[config.mk]
export PLATFORM = sky130hd
export DESIGN_NAME = ram_access_arbiter
export DESIGN_NICKNAME = d
export VERILOG_FILES = /design/src/rtl/ram_access_arbiter.sv
export SDC_FILE = /design/constraint.sdc
export NUM_CORES = 1
export LEC_CHECK = 0
export CAP_MARGIN = 0
export CORE_UTILIZATION = 32
export DETAILED_ROUTE_END_ITERATION = 12
export SETUP_SLACK_MARGIN = 0.02
export SYNTH_ARGS = -nofsm -noshare
export SYNTH_HDL_FRONTEND = slang
export SYNTH_SLANG_ARGS = --single-unit
export TNS_END_PERCENT = 5
[constraint.sdc]
create_clock -name clk -period 4.5 [get_ports clk]
set_clock_uncertainty 0.05 [all_clocks]
set_input_delay 0.9 -clock clk [delete_from_list [all_inputs] [get_ports clk]]
set_output_delay 0.9 -clock clk [all_outputs]
set_load 0.02 [all_outputs]
[src/rtl/ram_access_arbiter.sv]
// Two-port round-robin arbiter that turns read/write requests into the RAM's
// two-word command sequences and returns read data, or a timeout error, to the owner.
`timescale 1ns/1ps
module ram_access_arbiter #(
    parameter int RSP_TIMEOUT = 4
) (
    input  logic       clk,
    input  logic       rst_n,
    input  logic       req0,
    input  logic       we0,
    input  logic [7:0] addr0,
    input  logic [7:0] wdata0,
    output logic       gnt0,
    output logic       done0,
    output logic       err0,
    output logic [7:0] rdata0,
    input  logic       req1,
    input  logic       we1,
    input  logic [7:0] addr1,
    input  logic [7:0] wdata1,
    output logic       gnt1,
    output logic       done1,
    output logic       err1,
    output logic [7:0] rdata1,
    output logic [9:0] ram_din,
    output logic       ram_rx_valid,
    input  logic [7:0] ram_dout,
    input  logic       ram_tx_valid,
    output logic       busy
);

    typedef enum logic [2:0] {
        IDLE    = 3'd0,
        ADDR    = 3'd1,
        WR_DATA = 3'd2,
        RD_CMD  = 3'd3,
        RD_WAIT = 3'd4
    } state_t;

    localparam logic [3:0] TIMEOUT_CNT = 4'(RSP_TIMEOUT);

    logic [1:0]      req_vec;
    logic [1:0]      we_vec;
    logic [1:0][7:0] addr_vec;
    logic [1:0][7:0] wdata_vec;

    assign req_vec   = {req1, req0};
    assign we_vec    = {we1, we0};
    assign addr_vec  = {addr1, addr0};
    assign wdata_vec = {wdata1, wdata0};

    state_t          state_reg, state_next;
    logic            last_grant_reg, last_grant_next;
    logic            port_reg, port_next;
    logic            we_reg, we_next;
    logic [7:0]      wdata_reg, wdata_next;
    logic [3:0]      cnt_reg, cnt_next;
    logic [1:0]      gnt_reg, gnt_next;
    logic [1:0]      done_reg, done_next;
    logic [1:0]      err_reg, err_next;
    logic [1:0][7:0] rdata_reg, rdata_next;
    logic [9:0]      ram_din_reg, ram_din_next;
    logic            rx_valid_reg, rx_valid_next;
    logic            busy_reg, busy_next;
    logic            sel;
    logic [3:0]      cnt_inc;

    always_ff @(posedge clk or negedge rst_n) begin
        if (!rst_n) begin
            state_reg      <= IDLE;
            last_grant_reg <= 1'b1;
            port_reg       <= 1'b0;
            we_reg         <= 1'b0;
            wdata_reg      <= 8'h00;
            cnt_reg        <= 4'd0;
            gnt_reg        <= 2'b00;
            done_reg       <= 2'b00;
            err_reg        <= 2'b00;
            rdata_reg      <= '0;
            ram_din_reg    <= 10'h000;
            rx_valid_reg   <= 1'b0;
            busy_reg       <= 1'b0;
        end else begin
            state_reg      <= state_next;
            last_grant_reg <= last_grant_next;
            port_reg       <= port_next;
            we_reg         <= we_next;
            wdata_reg      <= wdata_next;
            cnt_reg        <= cnt_next;
            gnt_reg        <= gnt_next;
            done_reg       <= done_next;
            err_reg        <= err_next;
            rdata_reg      <= rdata_next;
            ram_din_reg    <= ram_din_next;
            rx_valid_reg   <= rx_valid_next;
            busy_reg       <= busy_next;
        end
    end

    always_comb begin
        state_next      = state_reg;
        last_grant_next = last_grant_reg;
        port_next       = port_reg;
        we_next         = we_reg;
        wdata_next      = wdata_reg;
        cnt_next        = cnt_reg;
        gnt_next        = 2'b00;
        done_next       = 2'b00;
        err_next        = 2'b00;
        rdata_next      = rdata_reg;
        ram_din_next    = ram_din_reg;
        rx_valid_next   = 1'b0;
        sel             = 1'b0;
        cnt_inc         = cnt_reg + 4'd1;

        case (state_reg)
            IDLE: begin
                if (req_vec != 2'b00) begin
                    // A tie goes to the port that did not win the last tie.
                    if (req_vec == 2'b11) begin
                        sel             = ~last_grant_reg;
                        last_grant_next = sel;
                    end else begin
                        sel = req_vec[1];
                    end
                    port_next      = sel;
                    we_next        = we_vec[sel];
                    wdata_next     = wdata_vec[sel];
                    gnt_next[sel]  = 1'b1;
                    ram_din_next   = {(we_vec[sel] ? 2'b00 : 2'b10), addr_vec[sel]};
                    rx_valid_next  = 1'b1;
                    state_next     = ADDR;
                end
            end
            ADDR: begin
                rx_valid_next = 1'b1;
                if (we_reg) begin
                    ram_din_next = {2'b01, wdata_reg};
                    state_next   = WR_DATA;
                end else begin
                    ram_din_next = {2'b11, 8'h00};
                    state_next   = RD_CMD;
                end
            end
            WR_DATA: begin
                done_next[port_reg] = 1'b1;
                state_next          = IDLE;
            end
            RD_CMD: begin
                cnt_next   = 4'd0;
                state_next = RD_WAIT;
            end
            RD_WAIT: begin
                if (ram_tx_valid) begin
                    rdata_next[port_reg] = ram_dout;
                    done_next[port_reg]  = 1'b1;
                    state_next           = IDLE;
                end else begin
                    cnt_next = cnt_inc;
                    if (cnt_inc == TIMEOUT_CNT) begin
                        done_next[port_reg] = 1'b1;
                        err_next[port_reg]  = 1'b1;
                        state_next          = IDLE;
                    end
                end
            end
            default: begin
                state_next = IDLE;
            end
        endcase

        busy_next = (state_next != IDLE);
    end

    assign gnt0         = gnt_reg[0];
    assign gnt1         = gnt_reg[1];
    assign done0        = done_reg[0];
    assign done1        = done_reg[1];
    assign err0         = err_reg[0];
    assign err1         = err_reg[1];
    assign rdata0       = rdata_reg[0];
    assign rdata1       = rdata_reg[1];
    assign ram_din      = ram_din_reg;
    assign ram_rx_valid = rx_valid_reg;
    assign busy         = busy_reg;

endmodule

Yosys cells after proc, flatten, opt, wreduce, memory -nomap -nowiden. Index checks and enable logic that the tools add are counted.

Add/subtract/negate cells: 1. $lt $le $gt $ge: 4. Equal/unequal tests: 8. Mux-type cells: 36. Bitwise gates (word level): 1. Reductions and logical operators: 12.

Operators with widths (number): $mux 8 (5); $mux 10 (2); $pmux 10 s2 (1); $bwmux 16 (1); $mux 2 (7); $pmux 3 s4 (1); $mux 1 (9); $mux 3 (3); $demux 8 s1 (1); $pmux 4 s2 (1); $reduce_and 2->1 (4); $eq 3x2->1 const B (2); $reduce_bool 2->1 (3); $add 4x1->4 const B (1); $eq 4x3->1 const B (1); $lt 1x2->1 const B (2); $mux 4 (1); $ne 2x2->1 const B (2); $pmux 2 s2 (1); $eq 3x1->1 const B (1); $eq 3x3->1 const B (1); $logic_not 3->1 (1); $reduce_and 3->1 (1); $reduce_bool 3->1 (1); 6 further kinds (9).

Flip-flop bits (word level): 52. Bits of input ports: 47. Output and inout port bits: 34. Logic and storage cells: 76.

Depth between registers and ports, before layout. Gate-level depths: netlist of the first run.

Word-level depth: 10. Gate-level depth with buffers: 6.

Worst setup path before layout of the first run. OpenSTA, ideal clock, no wires.

Kind: input-to-reg. From: input port req1. To: register ram_din_reg[7], in the netlist ram_din[7]. Setup time: 111 ps. Arrival: 1870 ps. Required time: 4339 ps. Slack: 2468 ps. Cell stages on the path: 5. Buffers on the path: 2. Path through: or2_2 and2_1 buf_2 buf_2 a222oi_1.

Longest elaborated chain between the ends: 8. Elaborated cells between the ends (all ways): 11. Classes of those cells: eq/ne (2); mux (7); reduce/logical (2).

Ends and longest elaborated chain: start: declaration (RTL line 17) `input logic req1,`; $eq 2x2->1 (RTL line 120) `if (req_vec == 2'b11) begin`; $mux 1 (RTL line 120); $mux 1 (RTL line 118) `if (req_vec != 2'b00) begin`; $mux 1 (RTL line 116) `case (state_reg)`; $mux 8 (implied by the code) (2 in a row) (RTL line 130) `ram_din_next = {(we_vec[sel] ? 2'b00 : 2'b10), addr_vec[sel]};`; $mux 10 (RTL line 118); $pmux 10 s2 (RTL line 116); end signal: assignment (RTL line 94) `ram_din_reg <= ram_din_next;`; end: declaration (RTL line 62) `logic [9:0] ram_din_reg, ram_din_next;`.

Several ways; a longest one is shown, not always the timed one. The select of a mux whose other input is x is not followed. A chain may end at the register's enable or synchronous reset.

Final worst setup path of the first run.
From: input port req0. To: register ram_din_reg[6], in the netlist ram_din[6].

Longest elaborated chain between the ends: 8. Elaborated cells between the ends (all ways): 11. Classes of those cells: eq/ne (2); mux (7); reduce/logical (2).

Ends and longest elaborated chain: start: declaration (RTL line 9) `input logic req0,`; $eq 2x2->1 (RTL line 120); $mux 1 (RTL line 120); $mux 1 (RTL line 118); $mux 1 (RTL line 116); $mux 8 (implied by the code) (2 in a row) (RTL line 130); $mux 10 (RTL line 118); $pmux 10 s2 (RTL line 116).

Several ways; a longest one is shown, not always the timed one. The select of a mux whose other input is x is not followed.

==> metrics.cfg, run 1 <==
[floorplanning]
die_h_um=86.89
rows=30
pin_count=81
die-area_um2=7550
dieWidth_um=86.89
core_area_um2=6869
initial_core_util=0.3357

[power_and_ir_drop]
powerDensity_nw_per_um2=620.1
fin_total_pwr_mw=2.034
ir_worst_vdd_uv=214.7
leakagePower_nw=1.427

[logic_synthesis]
synth_ff_type=dfrtp_1
synth_fp_nets=244
synth_most_common_cell=dfrtp_1
ys_top_cells_by_area=dfrtp_1, mux2_2, mux2i_1
synth_edf_count=0
syn_area_um2=2306
ys_top_cells_by_count=dfrtp_1, a21oi_1, mux2_2, mux2i_1, inv_1
yosys.area.top_type_share=0.5534
yosys.area.top_type=dfrtp_1
synth_seq_cells=52
netlist_instances=196
synth_area_per_cell_um2=11.77
synth-seq-area-share=0.5648
async_flop_share=1.000
ys_types=40
yosysWarnings=0

[cts]
ctsHoldBuffers=0
clkTransAtPathRegs_ns=0.08
clock-root-buffer=clkbuf_8
clkSinkCount=52
clock_latency_ns=0.29
ctsResizeCount=0
clk_path_buf_depth=2
numCtsBuffers=5
tritoncts=done
cts_max_level=2
cts_setup_buffers=0

[timing]
fin_crit_sh=0.5778
finalCriticalPeriod_ns=2.600
slew_headroom=0.4644
fin_setup_tns_ns=0
drv_slew=0
setup_viol=0
grt_setup_unrepaired=no
hold_viol_final=0
tightestPinTransition_ns=0.7991
clock.fmax_mhz=384.6

[cells_and_area]
drive_above_1_share=0.1236
synthToLayoutAreaGrowth_pct=42.27
antenna_cells=0
fin_util=0.4776
nets=322
nFillCells=651
multiInputGateArea_um2=904.6
largest_reg_flops=10
finalInstanceArea_um2=3281
seq_area_um2=1303

[global_route]
antenna_found_initial=0
grt_pass1_wl_um=8121
use_met1=0.1750
grt_pass1_vias=1746
grt_max_degree=53
grt.total_usage=0.1387
busiest_layer=met2
grt_use_met3=0.04739
grt_overflow=0
grt_util_met2=0.2276

[placed_design]
dp_hpwl_um=3575
gp_congestion=0.7289
placed_area_um2=3191
port-buffer-count=80

[routing]
drt_iter0_drc=72
drt-total-wl_um=4980
ant_nets=0
route.vias.total=1781
via_per_inst=4.801
dr.pass1.iters=6
routedWlPerCell_um=13.42
drc=0

[setup_path]
worst_setup_path_start_kind=input port
cpPeakStageDelay_ns=0.65
path_cells=clkdlybuf4s50_1 -> or2_2 -> o21ai_1 -> a222oi_1
slowest_stage=o21ai_1
cp_data_required_time_ns=4.59
crit_arrival_ns=2.69
crit_type=in -> reg
worstSetupEndpointType=flip-flop
path_max_fanout=12
r2r_slack_ns=2.24

[status]
status=completed

[hold_path]
hp-class=reg -> reg

[job]
cap_violations=0

==> routing by layer <==
metal	wire [um]	up-vias
met5	0	-
met4	25	0
met3	406	4
met2	2330	79
met1	2217	837
li1	-	861
==> final cells by class <==
type,instances,area share
Multi-Input combinational cell,120,0.2757
Timing Repair Buffer,83,0.2494
Inverter,12,0.01373
Tap cell,96,0.03661
Clock buffer,8,0.02746
Sequential cell,52,0.3970
==> power by group <==
part	internal, mW	leakage (nW)	switching (mW)
Clock	0.126	0.0455	0.140
Sequential	0.669	0.635	0.146
Combinational	0.482	0.746	0.473
Total	1.28	1.43	0.758
==> logic make-up after synthesis <==
group / synth area share
AO/OA/AOI/OAI: 0.1291
XOR/XNOR: 0.003799
adder cells (fa/ha/maj): 0.005425
buffers and inverters: 0.04666
flip-flops: 0.5648
multiplexers: 0.1476
AND/OR/NAND/NOR: 0.1026
==> layout by cell type, fill, tap and decap left out, types with 2 or more instances in the layout <==
cell type,n
and2_1,2
nor3_1,3
inv_1,12
a222oi_1,8
nand2_1,11
o22ai_1,2
nand3_1,2
nor2b_1,2
clkbuf_8,6
or2_2,3
a21o_1,2
buf_4,3
clkbuf_1,2
mux2i_1,16
mux2_2,16
clkdlybuf4s50_1,79
nor3b_1,3
a21oi_1,24
nor2_1,6
dfrtp_1,51
==> worst paths after layout <==
path | from | endpoint | depth (start not counted)
max | req0 | ram_din[6] | 4
min | ram_din[8] | ram_din[8] | 1
max reg2reg | state_reg[2] | ram_din[6] | 3
min reg2reg | ram_din[8] | ram_din[8] | 1
max in group asynchronous | rst_n | rdata0[2] | 2
min in group asynchronous | rst_n | err_reg[0] | 2
==> worst max-delay path, delay by kind of cell <==
family,cells,cell delay [ns]
AOI/OAI and AO/OA,2,0.89
and+or+nand+nor,1,0.42
buffers and inverters,1,0.47
==> through the flow <==
step | hold WS [ns] | std cells | setup slack (ns)
after detailed placement | 0.4295 | 363 | 1.619
after global routing | 0.4685 | 371 | 1.800
after global placement | 0.4245 | 363 | 1.682
after floorplan | 0.4222 | 196 | 2.468
after CTS | 0.4497 | 371 | 1.945
final | 0.4449 | 371 | 1.900
Note: power is estimated with default switching activity, not from simulation.
==> inputs of run 2 (changes only) <==
clock period = 2.55 ns   (was 4.5 ns; I/O delays follow)
==> run 2 against run 1 <==
  * Hold slack got worse by 0.18 ns
  * Global-route usage grew 0.87 points
  * Final cell count rose by 1.1%
  * Clock power up 77%
  * Combinational power increased by 80%
  * Worst setup slack worse by 1.4 ns
  * Count of clock-buffer cells in the layout stayed put
  * Critical endpoint is now rdata0[2]
  * Highest routed layer unchanged
==> metrics.cfg, run 2 (synthesis results as in run 1) <==
[global_route]
grt_pass1_vias=1813  ; +3.8%
antenna_found_initial=0  ; unchanged
grt.total_usage=0.1475  ; +0.008720
grt_overflow=0  ; unchanged
grt_pass1_wl_um=8562  ; +5.4%
grt_max_degree=53  ; unchanged

[placed_design]
dp_hpwl_um=3601  ; +0.73%
gp_congestion=0.7521  ; +3.2%
port-buffer-count=80  ; unchanged
placed_area_um2=3221  ; +0.94%

[cts]
clock_latency_ns=0.30  ; about the same
cts_setup_buffers=0  ; unchanged
clkTransAtPathRegs_ns=0.08  ; about the same
clkSinkCount=52  ; unchanged
numCtsBuffers=5  ; unchanged
ctsHoldBuffers=0  ; unchanged
clk_path_buf_depth=2  ; unchanged
clock-root-buffer=clkbuf_8
ctsResizeCount=0  ; unchanged
cts_max_level=2  ; unchanged
tritoncts=done

[setup_path]
critPathBufInv=0  ; -1
worst-path-stages=3  ; -1
crit_arrival_ns=2.19  ; -0.50 ns
worstSetupEndpointType=flip-flop
path_delay_family=simple AND/OR/NAND/NOR gates
reg2reg_from=state_reg[2]
worst_setup_path_start_kind=flip-flop
cpPeakStageDelay_ns=0.59  ; -0.06 ns
startpoint=state_reg[2]
path_max_fanout=14  ; +2
slowest_stage=dfrtp_1
path_cells=or3b_4 -> nor3b_4 -> mux2_2
cp_data_required_time_ns=2.68  ; -1.91 ns
crit_type=reg -> reg
r2r.worst_path.cells=3  ; unchanged

[timing]
fin_hold_ws_ns=0.2619  ; -0.1830 ns
slew_headroom=0.5771  ; +0.1127
tightestPinTransition_ns=0.6256  ; -0.1735 ns
grt_setup_unrepaired=no
drv_slew=0  ; unchanged
fin_setup_tns_ns=0  ; unchanged
fin_crit_sh=0.8061
finalCriticalPeriod_ns=2.056
hold_viol_final=0  ; unchanged
clock.fmax_mhz=486.5
setup_viol=0  ; unchanged

[routing]
dr.pass1.iters=4  ; -2
ant_nets=0  ; unchanged
drt_iter0_drc=84  ; +17%
route.vias.total=1773  ; -0.45%
drc=0  ; unchanged
via_per_inst=4.728  ; -1.5%
routedWlPerCell_um=13.22  ; -1.5%
drt-total-wl_um=4959  ; -0.42%

[cells_and_area]
largest_reg_flops=10  ; unchanged
drive_above_1_share=0.1362  ; +0.01256
nets=326  ; +1.2%
finalInstanceArea_um2=3311  ; +0.92%
nFillCells=643  ; -1.2%
synthToLayoutAreaGrowth_pct=43.57
antenna_cells=0  ; unchanged
mostFrequentLayoutCells=clkdlybuf4s50_1, dfrtp_1, a21oi_1
final_common_cell=clkdlybuf4s50_1

[power_and_ir_drop]
leakagePower_nw=1.446  ; +1.3%
powerDensity_nw_per_um2=1095  ; +77%
ir_worst_vdd_uv=399.5  ; +86%

[floorplanning]
pin_count=81  ; unchanged
initial_core_util=0.3357  ; unchanged
die_h_um=86.89  ; unchanged
core_area_um2=6869  ; unchanged
dieWidth_um=86.89  ; unchanged
rows=30  ; unchanged
die-area_um2=7550  ; unchanged

[status]
status=completed

[hold_path]
hp-class=in -> async

[job]
cap_violations=0  ; unchanged

[run 2: worst register-to-register path, delay by kind of cell (launching register included)]
kind | cells | cell delay (ns)
and+or+nand+nor | 2 | 0.90
DFF | 1 | 0.59
muxes | 1 | 0.39
[run 2: area by class of cell]
type / count / area, um^2 / area share
timing repair buffer: 87 / 848.3 / 0.2562
clock buffer: 8 / 90.09 / 0.02721
sequential: 52 / 1303 / 0.3934
inverter: 12 / 45.04 / 0.01361
multi-input combinational: 120 / 904.6 / 0.2732
tap: 96 / 120.1 / 0.03628
[run 2: power by group]
part,total [mW],internal [mW],leakage (nW),switching (mW)
registers,1.44,1.18,0.635,0.256
logic,1.72,0.881,0.765,0.842
clock network,0.468,0.222,0.0455,0.246
total,3.63,2.28,1.45,1.34
[run 2: path summary, 6_finish.rpt]
| kind | endpoint | slack, ns |
|---|---|---|
| max reg2reg | rdata0[2] | 0.49 |
| min | cnt_reg[2] | 0.26 |
| min in group clk | ram_din[8] | 0.45 |
| min reg2reg | ram_din[8] | 0.45 |
| max | rdata0[2] | 0.49 |
| max in group asynchronous | gnt_reg[0] | 1.76 |
[run 2: routing by layer]
layer / global-route usage / part of all wire / vias up
met5: 0 / 0 / -
met4: 0.04091 / 0.013 / 0
met3: 0.05687 / 0.091 / 7
met2: 0.2348 / 0.44 / 75
met1: 0.1871 / 0.46 / 823
li1: - / - / 868
[run 2: through the flow]
| stage | total power, mW | util | setup WS [ns] | cells |
|---|---|---|---|---|
| after floorplan | 2.433 | - | 0.7689 | 196 |
| after global placement | 3.169 | 0.4689 | 0.3078 | 367 |
| after detailed placement | 3.205 | 0.4689 | 0.2803 | 367 |
| after CTS | 3.691 | 0.4820 | 0.4795 | 375 |
| after global routing | 3.915 | 0.4820 | 0.3914 | 375 |
| final | 3.627 | 0.4820 | 0.4944 | 375 |
==> inputs of run 3 (changes only) <==
clock period = 1.7 ns   (was 2.55 ns; I/O delays follow)
==> run 3 against run 2 <==
  * Worst setup slack lost 0.46 ns
  * Final cell count grew 4.5%
  * Design area grew 7.4%
  * First-iteration DRC count grew 63%
  * Critical endpoint is now rdata0[5]
  * Highest routed layer unchanged
==> metrics.cfg, run 3 (synthesis results as in run 1) <==
[cells_and_area]
synthToLayoutAreaGrowth_pct=54.21
drive_above_1_share=0.1892  ; +0.05299
largest_reg_flops=10  ; unchanged
mostFrequentLayoutCells=dfrtp_1, clkdlybuf4s50_1, a21oi_1
finalInstanceArea_um2=3556  ; +7.4%
antenna_cells=0  ; unchanged
instances_no_fill=392  ; +4.5%
nets=343  ; +5.2%

[timing]
drv_slew=0  ; unchanged
slew_headroom=0.6429  ; +0.06586
hold_viol_final=0  ; unchanged
finalCriticalPeriod_ns=1.665  ; -0.3903 ns
fin_setup_tns_ns=0  ; unchanged
grt_setup_unrepaired=yes
fin_crit_sh=0.9796  ; +0.1735
setup_viol=0  ; unchanged
tightestPinTransition_ns=0.5356  ; -0.08997 ns
clock.fmax_mhz=600.5  ; +23%

[job]
cap_violations=0  ; unchanged

[global_route]
grt_overflow=0  ; unchanged
antenna_found_initial=0  ; unchanged
grt.total_usage=0.1549  ; +0.007385
grt_max_degree=21  ; -60%
grt_pass1_wl_um=8976  ; +4.8%
grt_pass1_vias=1884  ; +3.9%

[setup_path]
path_max_fanout=8  ; -6
crit_type=reg -> reg
cp_data_required_time_ns=1.84  ; -0.84 ns
worstSetupEndpointType=flip-flop
crit_arrival_ns=1.80  ; -0.39 ns
worst_setup_path_start_kind=flip-flop

[cts]
clock_latency_ns=0.30  ; about the same
clk_path_buf_depth=2  ; unchanged
tritoncts=done
numCtsBuffers=5  ; unchanged
cts_max_level=2  ; unchanged
clock-root-buffer=clkbuf_8
clkSinkCount=52  ; unchanged
clkTransAtPathRegs_ns=0.09  ; about the same

[routing]
drc=0  ; unchanged
via_per_inst=4.691  ; -0.78%
routedWlPerCell_um=13.60  ; +2.8%
route.vias.total=1839  ; +3.7%
drt-total-wl_um=5331  ; +7.5%
dr.pass1.iters=4  ; unchanged
ant_nets=0  ; unchanged
drt_iter0_drc=137  ; +63%

[placed_design]
dp_hpwl_um=3874  ; +7.6%
gp_congestion=0.7714  ; +2.6%
port-buffer-count=80  ; unchanged
placed_area_um2=3416  ; +6.1%
dp_cells=383  ; +4.4%

[hold_path]
hp-class=reg -> reg

[floorplanning]
dieWidth_um=86.89  ; unchanged
rows=30  ; unchanged
initial_core_util=0.3357  ; unchanged
pin_count=81  ; unchanged
die_h_um=86.89  ; unchanged
die-area_um2=7550  ; unchanged
core_area_um2=6869  ; unchanged

[power_and_ir_drop]
powerDensity_nw_per_um2=1559  ; +42%
leakagePower_nw=1.805  ; +25%
ir_worst_vdd_uv=523.4  ; +31%
fin_total_pwr_mw=5.544  ; +53%

[status]
status=completed

[run 3: what timing repair did]
action                                  4_1_cts  5_1_grt
hold buffers                                  1        0
endpoints found under the hold margin        17        0
pin swaps                                     0        2
gates resized for setup                       9       20
endpoints found under the setup margin        9       30
setup buffers                                 0        0
[run 3: worst max-delay path: stages (launching register included)]
cell and delay (ns):
dfrtp_1 0.40, or3b_4 0.42, nor3b_4 0.21, buf_12 0.15, mux2_2 0.33
[run 3: per-stage QoR]
step	hold WS [ns]	utilization	setup WS, ns
floorplan	-0.005591	-	-0.08109
global placement	0.2904	0.4973	-0.1732
detailed placement	0.2958	0.4973	-0.2165
CTS	0.4541	0.5100	0.02137
global route	0.4664	0.5177	-0.03721
finish	0.4425	0.5177	0.03463
[run 3: cell type report]
type,instances,area (um^2)
timing repair buffer,104,1090
tap,96,120.1
clock buffer,6,72.57
fill,620,3313
multi-input combinational,120,909.6
inverter,12,45.04
sequential,52,1303
clock inverter,2,16.27
[run 3: routing by layer]
metal	global-route usage	wire length [um]
met1	0.1994	2414
met2	0.2527	2440
met3	0.04265	428
met4	0.05000	48
met5	0	0
[run 3: final timing paths]
| check | start | slack [ns] | cells after the start | endpoint |
|---|---|---|---|---|
| max | state_reg[0] | 0.03 | 4 | rdata0[5] |
| min | ram_din[8] | 0.44 | 1 | ram_din[8] |
| max reg2reg | state_reg[0] | 0.03 | 4 | rdata0[5] |
| max in group asynchronous | rst_n | 0.62 | 3 | busy |
| min in group asynchronous | rst_n | 0.49 | 2 | rdata1[5] |
| min reg2reg | ram_din[8] | 0.44 | 1 | ram_din[8] |
[run 3: power by group]
part	switching [mW]	internal, mW
registers	0.299	1.77
logic	1.39	1.39
clock network	0.403	0.294
